===== config.mk =====
export PLATFORM = sky130hd
export DESIGN_NAME = ctech_lib_clk_div
export DESIGN_NICKNAME = d
export VERILOG_FILES = /design/src/rtl/ctech_lib_clk_div.sv
export SDC_FILE = /design/constraint.sdc
export NUM_CORES = 1
export LEC_CHECK = 0
export ABC_AREA = 1
export CAP_MARGIN = 20
export CORE_MARGIN = 10
export CORE_UTILIZATION = 60
export CTS_CLUSTER_SIZE = 30
export DETAILED_ROUTE_END_ITERATION = 10
export PLACE_DENSITY = 0.83
export SLEW_MARGIN = 20
export SYNTH_ARGS = -nofsm -noshare
export SYNTH_HDL_FRONTEND = slang
export SYNTH_SLANG_ARGS = --single-unit

===== constraint.sdc =====
create_clock -name clk -period 4.33 [get_ports clk]
set_clock_uncertainty 0.2 [all_clocks]
set_input_delay 1.299 -clock clk [delete_from_list [all_inputs] [get_ports clk]]
set_output_delay 1.299 -clock clk [all_outputs]
set_load 0.1 [all_outputs]

===== src/rtl/ctech_lib_clk_div.sv =====
// Glitch-free programmable integer clock divider. Ratio changes and start/stop
// only land on period boundaries; clkout is always a flop output.
module ctech_lib_clk_div #(
  parameter int unsigned DIV_W   = 4,
  parameter int unsigned DIV_RST = 2
) (
  input  logic             clk,
  input  logic             rst_b,
  input  logic             en,
  input  logic             div_req,
  input  logic [DIV_W-1:0] div_val,
  output logic             div_busy,
  output logic             div_ack,
  output logic             clkout,
  output logic             running
);

  typedef enum logic [1:0] {
    ST_IDLE = 2'd0,
    ST_RUN  = 2'd1,
    ST_STOP = 2'd2
  } state_e;

  localparam logic [DIV_W-1:0] N_RST = DIV_RST[DIV_W-1:0];
  localparam logic [DIV_W-1:0] N_MIN = DIV_W'(2);
  localparam logic [DIV_W-1:0] ONE   = DIV_W'(1);
  localparam logic [DIV_W-1:0] ZERO  = DIV_W'(0);

  state_e           state_q, state_d;
  logic [DIV_W-1:0] cnt_q, cnt_d;
  logic [DIV_W-1:0] n_cur_q, n_cur_d;
  logic [DIV_W-1:0] n_pend_q, n_pend_d;
  logic             clkout_q, clkout_d;
  logic             busy_q, busy_d;
  logic             ack_q, ack_d;
  logic             running_q, running_d;
  logic             accept_s;
  logic             boundary_s;
  logic [DIV_W-1:0] val_clamp_s;

  function automatic logic [DIV_W-1:0] clamp_ratio(input logic [DIV_W-1:0] v);
    return (v < N_MIN) ? N_MIN : v;
  endfunction

  // High phase is the first ceil(N/2) counts; extra bit avoids overflow at N=2^W-1.
  function automatic logic high_phase(input logic [DIV_W-1:0] c, input logic [DIV_W-1:0] n);
    logic [DIV_W:0] half;
    half = ({1'b0, n} + {{DIV_W{1'b0}}, 1'b1}) >> 1;
    return ({1'b0, c} < half);
  endfunction

  // Next-state: phase counter, run/stop sequencing and boundary-aligned ratio swap.
  always_comb begin
    state_d     = state_q;
    cnt_d       = cnt_q;
    n_cur_d     = n_cur_q;
    n_pend_d    = n_pend_q;
    busy_d      = busy_q;
    ack_d       = 1'b0;
    accept_s    = div_req & ~busy_q;
    val_clamp_s = clamp_ratio(div_val);
    boundary_s  = (cnt_q == (n_cur_q - ONE));

    if (accept_s) begin
      n_pend_d = val_clamp_s;
      busy_d   = 1'b1;
    end else begin
      n_pend_d = n_pend_q;
    end

    case (state_q)
      ST_IDLE: begin
        cnt_d   = ZERO;
        state_d = en ? ST_RUN : ST_IDLE;
        // No clock is running, so a new ratio can be applied on the accepting edge.
        if (accept_s) begin
          n_cur_d = val_clamp_s;
          busy_d  = 1'b0;
          ack_d   = 1'b1;
        end else if (busy_q) begin
          n_cur_d = n_pend_q;
          busy_d  = 1'b0;
          ack_d   = 1'b1;
        end else begin
          n_cur_d = n_cur_q;
        end
      end
      ST_RUN, ST_STOP: begin
        if (boundary_s) begin
          cnt_d   = ZERO;
          state_d = en ? ST_RUN : ST_IDLE;
          if (busy_q) begin
            n_cur_d = n_pend_q;
            busy_d  = 1'b0;
            ack_d   = 1'b1;
          end else begin
            n_cur_d = n_cur_q;
          end
        end else begin
          cnt_d   = cnt_q + ONE;
          state_d = en ? ST_RUN : ST_STOP;
        end
      end
      default: begin
        state_d = ST_IDLE;
        cnt_d   = ZERO;
      end
    endcase

    running_d = (state_d != ST_IDLE);
    clkout_d  = running_d & high_phase(cnt_d, n_cur_d);
  end

  // All state and outputs are flops on the source clock.
  always_ff @(posedge clk or negedge rst_b) begin
    if (!rst_b) begin
      state_q   <= ST_IDLE;
      cnt_q     <= ZERO;
      n_cur_q   <= N_RST;
      n_pend_q  <= N_RST;
      clkout_q  <= 1'b0;
      busy_q    <= 1'b0;
      ack_q     <= 1'b0;
      running_q <= 1'b0;
    end else begin
      state_q   <= state_d;
      cnt_q     <= cnt_d;
      n_cur_q   <= n_cur_d;
      n_pend_q  <= n_pend_d;
      clkout_q  <= clkout_d;
      busy_q    <= busy_d;
      ack_q     <= ack_d;
      running_q <= running_d;
    end
  end

  assign clkout   = clkout_q;
  assign div_busy = busy_q;
  assign div_ack  = ack_q;
  assign running  = running_q;

endmodule

==> results of run 1 <==
[stage by stage]
stage / utilization / hold slack (ns) / instances
2_1_floorplan: - / 0.258 / 163
3_5_place_dp: 0.701 / 0.290 / 199
4_1_cts: 0.719 / 0.309 / 203
3_3_place_gp: 0.701 / 0.290 / 199
5_1_grt: 0.719 / 0.330 / 203
6_report: 0.719 / 0.316 / 203
[cells in the final DEF (no fill, tap or decap), types with 4 or more instances in the layout]
cell type | Yosys | final
nand2_1 | 36 | 36
ha_1 | 8 | 8
xor2_1 | 4 | 4
nand3_1 | 13 | 13
dfrtp_1 | 16 | 16
nand2_2 | 8 | 8
o21ai_0 | 10 | 10
nor2_1 | 13 | 13
inv_1 | 23 | 23
clkdlybuf4s50_1 | 0 | 10
inv_2 | 5 | 5
[registers in the layout (all words and copies together) (netlist names)]
name,flops
clkout,1
n_pend_q,4
div_busy,1
running,1
n_cur_q,4
cnt_q,4
div_ack,1
state_q,2
[logic make-up (layout without fill, tap and decap cells)]
| family | Yosys count | after routing | synth area share |
|---|---|---|---|
| XOR/XNOR | 6 | 6 | 0.0407 |
| adder cells (fa/ha/maj) | 8 | 8 | 0.0774 |
| AND/OR/NAND/NOR | 78 | 78 | 0.304 |
| AO/OA/AOI/OAI | 23 | 23 | 0.122 |
| flip-flops | 18 | 18 | 0.350 |
| buffers and inverters | 30 | 43 | 0.106 |
[tightest hold or removal path, stage by stage (launching register included)]
cell	delay, ns
dfstp_2	0.39
o21ai_0	0.07
nand2_1	0.06
[worst min-delay path by stage]
stage	start	endpoint	cells past startpoint
finish	n_pend_q[1]	n_pend_q[1]	2
global route	n_pend_q[1]	n_pend_q[1]	2
CTS	n_pend_q[1]	n_pend_q[1]	2
detailed placement	n_pend_q[1]	n_pend_q[1]	2
global placement	n_pend_q[1]	n_pend_q[1]	2
floorplan	n_pend_q[1]	n_pend_q[1]	2
[layout make-up]
| cell class | instances | area [um2] | area share |
|---|---|---|---|
| inverter | 28 | 105 | 0.0730 |
| multi-input combinational | 115 | 703 | 0.489 |
| timing repair buffer | 11 | 108 | 0.0748 |
| tap | 27 | 33.8 | 0.0235 |
| clock buffer | 4 | 36.3 | 0.0252 |
| sequential | 18 | 453 | 0.315 |
[routing by layer]
metal / global-route usage / up-vias / wire length, um
li1: - / 538 / -
met1: 0.138 / 520 / 1120
met2: 0.228 / 14 / 1250
met3: 0.0186 / 5 / 82
met4: 0.0393 / 0 / 33
met5: 0 / - / 0
==> flow_summary.ini, run 1 <==
[synth]
yosys-top-cells-area = dfrtp_1, nand2_1, ha_1
ys_ff_latch = 18
synth_edf_count = 0
synth_common_cells = nand2_1, inv_1, dfrtp_1, nand3_1, nor2_1
synth.most_common_cell = nand2_1
async_flop_share = 1.00
syn_area_um2 = 1290
synth_cells = 163
yosysWarnings = 0
syn_nets = 179
synth_ff_type = dfrtp_1
yosysSeqAreaShare = 0.350
post_synth.cell_area_avg_um2 = 7.93
synth_top_cell_by_area = dfrtp_1
synth_cell_type_count = 26
netlist.area_leader.share = 0.310

[cts]
cts_sinks = 18
holdBufCountCts = 0
cts_root_buf = clkbuf_4
clk_latency_ns = 0.29
ctsResizeCount = 0
numCtsBuffers = 3
cts_tree = done
ctsLongestPathBuffers = 2
post_cts_buffers = 0
htreeDepth = 1
cts.clk_slew.worst_paths_ns = 0.10

[global_routing]
first_global_vias = 1105
grt_pass1_wl_um = 4430
grtUsageTotal = 0.123
overflow = 0
antenna_found_initial = 0
grt_max_degree = 19

[worst_setup_path]
path_delay_family = buffers and inverters
path_cells = clkdlybuf4s50_1 > inv_1 > nor2_4 > o21ai_0 > o21ai_1 > nand2_1 > nand2_1 > inv_1 > a21oi_2 > ha_1 > nand3_1 > ha_1 > a21oi_1 > nand2_1 > nor2_1
worst-path-buf-inv = 3
endpoint = clkout
path_max_fanout = 9
max_stage_delay_ns = 0.49
crit_top_cell = nand2_1
cp-end-kind = flop
r2r_slack_ns = 1.37
cp.required_ns = 4.37
critPathLaunch = div_req
cp.depth = 15
reg2reg_from = n_cur_q[1]
worstSetupPathType = in -> reg
arrival_ns = 3.65
reg2regPathDepth = 15
reg2reg_to = clkout
cp-start-kind = input port
crit_slowest_cell = clkdlybuf4s50_1

[min_path]
hold_path_class = reg -> reg

[timing]
timing.fmax_mhz = 277
rsz0062_at_grt = no
worstMarginPinSlew_ns = 0.981
slew_viol_final = 0
finalSetupViolCount = 0
slew_headroom = 0.344
setup_tns_ns = 0
hold_viol_final = 0
fin_ws_ns = 0.716
finalCritPeriodShare = 0.835
period_minus_slack_ns = 3.61

[drt]
routedWlPerCell_um = 12.2
vias = 1077
postRouteAntennaNets = 0
drt_iter0_markers = 42
drt-pass1-iter-count = 4
routed_via_density = 5.31
drt_wl_total_um = 2480
drc_errors = 0

[final_layout]
nets = 193
layout-drive-gt1-share = 0.199
n_fill_cell = 148
fin_area_um2 = 1440
diodes = 0
syn_to_final_growth_pct = 11.3

[placed_design]
routabilityCongestion = 0.813
pre_cts_slack_ns = 0.437
place_hpwl_um = 1960
place_area_um2 = 1400
portBuffers = 11

[floorplanning]
num_rows = 16
fp.dieW_um = 66.4
coreArea_um2 = 2000
start_util = 0.646
io_pins = 12
dieArea_um2 = 4410
die_h_um = 66.4

[run_status]
status = complete, no violations

[flow_run]
drv_cap = 0
Power of run 1 is not shown: default switching activity piles up to over one toggle a cycle in this logic, so the estimate is an artifact.
==> run 2: changes to the inputs <==
--- a/config.mk
+++ b/config.mk
@@ -8,10 +8,10 @@
 export ABC_AREA = 1
 export CAP_MARGIN = 20
 export CORE_MARGIN = 10
-export CORE_UTILIZATION = 60
+export CORE_UTILIZATION = 51
 export CTS_CLUSTER_SIZE = 30
 export DETAILED_ROUTE_END_ITERATION = 10
-export PLACE_DENSITY = 0.83
+export PLACE_DENSITY = 0.75
 export SLEW_MARGIN = 20
 export SYNTH_ARGS = -nofsm -noshare
 export SYNTH_HDL_FRONTEND = slang
==> constraint.sdc (replaced) <==
create_clock -name clk -period 3.06 [get_ports clk]
set_clock_uncertainty 0.2 [all_clocks]
set_input_delay 0.918 -clock clk [delete_from_list [all_inputs] [get_ports clk]]
set_output_delay 0.918 -clock clk [all_outputs]
set_load 0.1 [all_outputs]
==> run 2 against run 1 <==
Effect of this change:
- final cell count is 9.4% higher
- count of clock-buffer cells in the layout stayed put
- via count increased by 8.4%
- utilization down 7.0 points
- first-iteration DRC count fell by 9.5%
- sequential cell count did not move
- worst setup slack got worse by 0.57 ns
==> flow_summary.ini, run 2 (same netlist as run 1, synthesis figures left out) <==
[drt]
vias = 1167
drc_errors = 0
routed_via_density = 5.26
drt-pass1-iter-count = 5
postRouteAntennaNets = 0
drt_iter0_markers = 38
drt_wl_total_um = 2900
routedWlPerCell_um = 13.1

[timing]
finalCritPeriodShare = 0.951
slew_headroom = 0.614
worstMarginPinSlew_ns = 0.579
fin_ws_ns = 0.150
period_minus_slack_ns = 2.91
hold_viol_final = 0
finalSetupViolCount = 0
slew_viol_final = 0
timing.fmax_mhz = 344
holdWs_ns = 0.293
setup_tns_ns = 0

[global_routing]
antenna_found_initial = 0
grt_max_degree = 19
overflow = 0
grtUsageTotal = 0.111
first_global_vias = 1206
grt_pass1_wl_um = 4840

[cts]
ctsLongestPathBuffers = 2
cts_tree = done
clk_latency_ns = 0.31
numCtsBuffers = 3
cts_sinks = 18
cts.clk_slew.worst_paths_ns = 0.12
cts_root_buf = clkbuf_4
holdBufCountCts = 0
htreeDepth = 1

[final_layout]
diodes = 0
multi_input_area_um2 = 733
final_common_cell = nand2_1
layout_top_registers = cnt_q (4), n_cur_q (4), n_pend_q (4)
final_cell_mix = nand2_1, inv_1, buf_4
nets = 209
n_fill_cell = 203
regArea_um2 = 453
final_util = 0.648
syn_to_final_growth_pct = 23.1
layout-drive-gt1-share = 0.318

[floorplanning]
fp.dieW_um = 70.3
die_h_um = 70.3
dieArea_um2 = 4950
io_pins = 12
num_rows = 18
start_util = 0.527
coreArea_um2 = 2450

[worst_setup_path]
reg2reg_from = n_cur_q[1]
path_max_fanout = 5
path_delay_family = adder cells
cp.required_ns = 3.05
path_cells = inv_2 > ha_1 > xor2_1 > nand2_2 > nor2_8 > nand2_4 > nand2_2 > nand3_2 > a21oi_2 > ha_2 > nand3_2 > ha_4 > nand2_1 > inv_1 > nand2_1 > nand2_1 > nor2_1
max_stage_delay_ns = 0.56
critPathLaunch = n_cur_q[1]
crit_slowest_cell = dfstp_2
worst-path-buf-inv = 2
crit_top_cell = nand2_1
cp-start-kind = flop
worstSetupPathType = reg -> reg
arrival_ns = 2.90
cp-end-kind = flop

[run_status]
status = complete, no violations

[min_path]
hold_path_class = reg -> reg
hold_path_startpoint = n_pend_q[1]

[placed_design]
routabilityCongestion = 0.837
portBuffers = 11
place_hpwl_um = 2080
pre_cts_slack_ns = -0.295

[flow_run]
drv_cap = 0
## run 2: area by class of cell
cell class / instances / area share
Clock buffer: 4 / 0.0228
Inverter: 28 / 0.0660
Multi-Input combinational cell: 115 / 0.461
Sequential cell: 18 / 0.285
Tap cell: 30 / 0.0236
Timing Repair Buffer: 27 / 0.142
## run 2: what timing repair did
item	4_1_cts	5_1_grt
endpoints found under the setup margin	1	1
gates cloned	0	0
pin swaps	0	6
gates resized for setup	2	8
buffers inserted	1	5
hold endpoints to repair	0	0
## run 2: final timing paths
path / end / slack, ns / cells past startpoint
setup / recovery: clkout / 0.15 / 17
hold / removal: n_pend_q[1] / 0.29 / 2
setup reg to reg: clkout / 0.15 / 17
hold reg to reg: n_pend_q[1] / 0.29 / 2
max in group asynchronous: n_cur_q[1] / 1.68 / 2
min in group asynchronous: n_pend_q[3] / 0.72 / 2
## run 2: metal layers
layer	GRT usage	part of all wire	up-vias
met4	0.0526	0.025	0
met3	0.0169	0.035	9
li1	-	-	573
met2	0.206	0.52	32
met1	0.118	0.42	553
met5	0	0	-
## run 2: per-stage QoR
| stage | area (um2) | instances |
|---|---|---|
| after global routing | 1590 | 222 |
| after CTS | 1520 | 217 |
| after detailed placement | 1470 | 212 |
| after global placement | 1470 | 212 |
| final | 1590 | 222 |
| after floorplan | 1290 | 163 |
## run 2: worst min-delay path, cell delays in order, from the launching register on
cell and delay [ns]:
dfstp_2 0.39, o21ai_0 0.06, nand2_1 0.06
Power of run 2 is left out for the same reason.
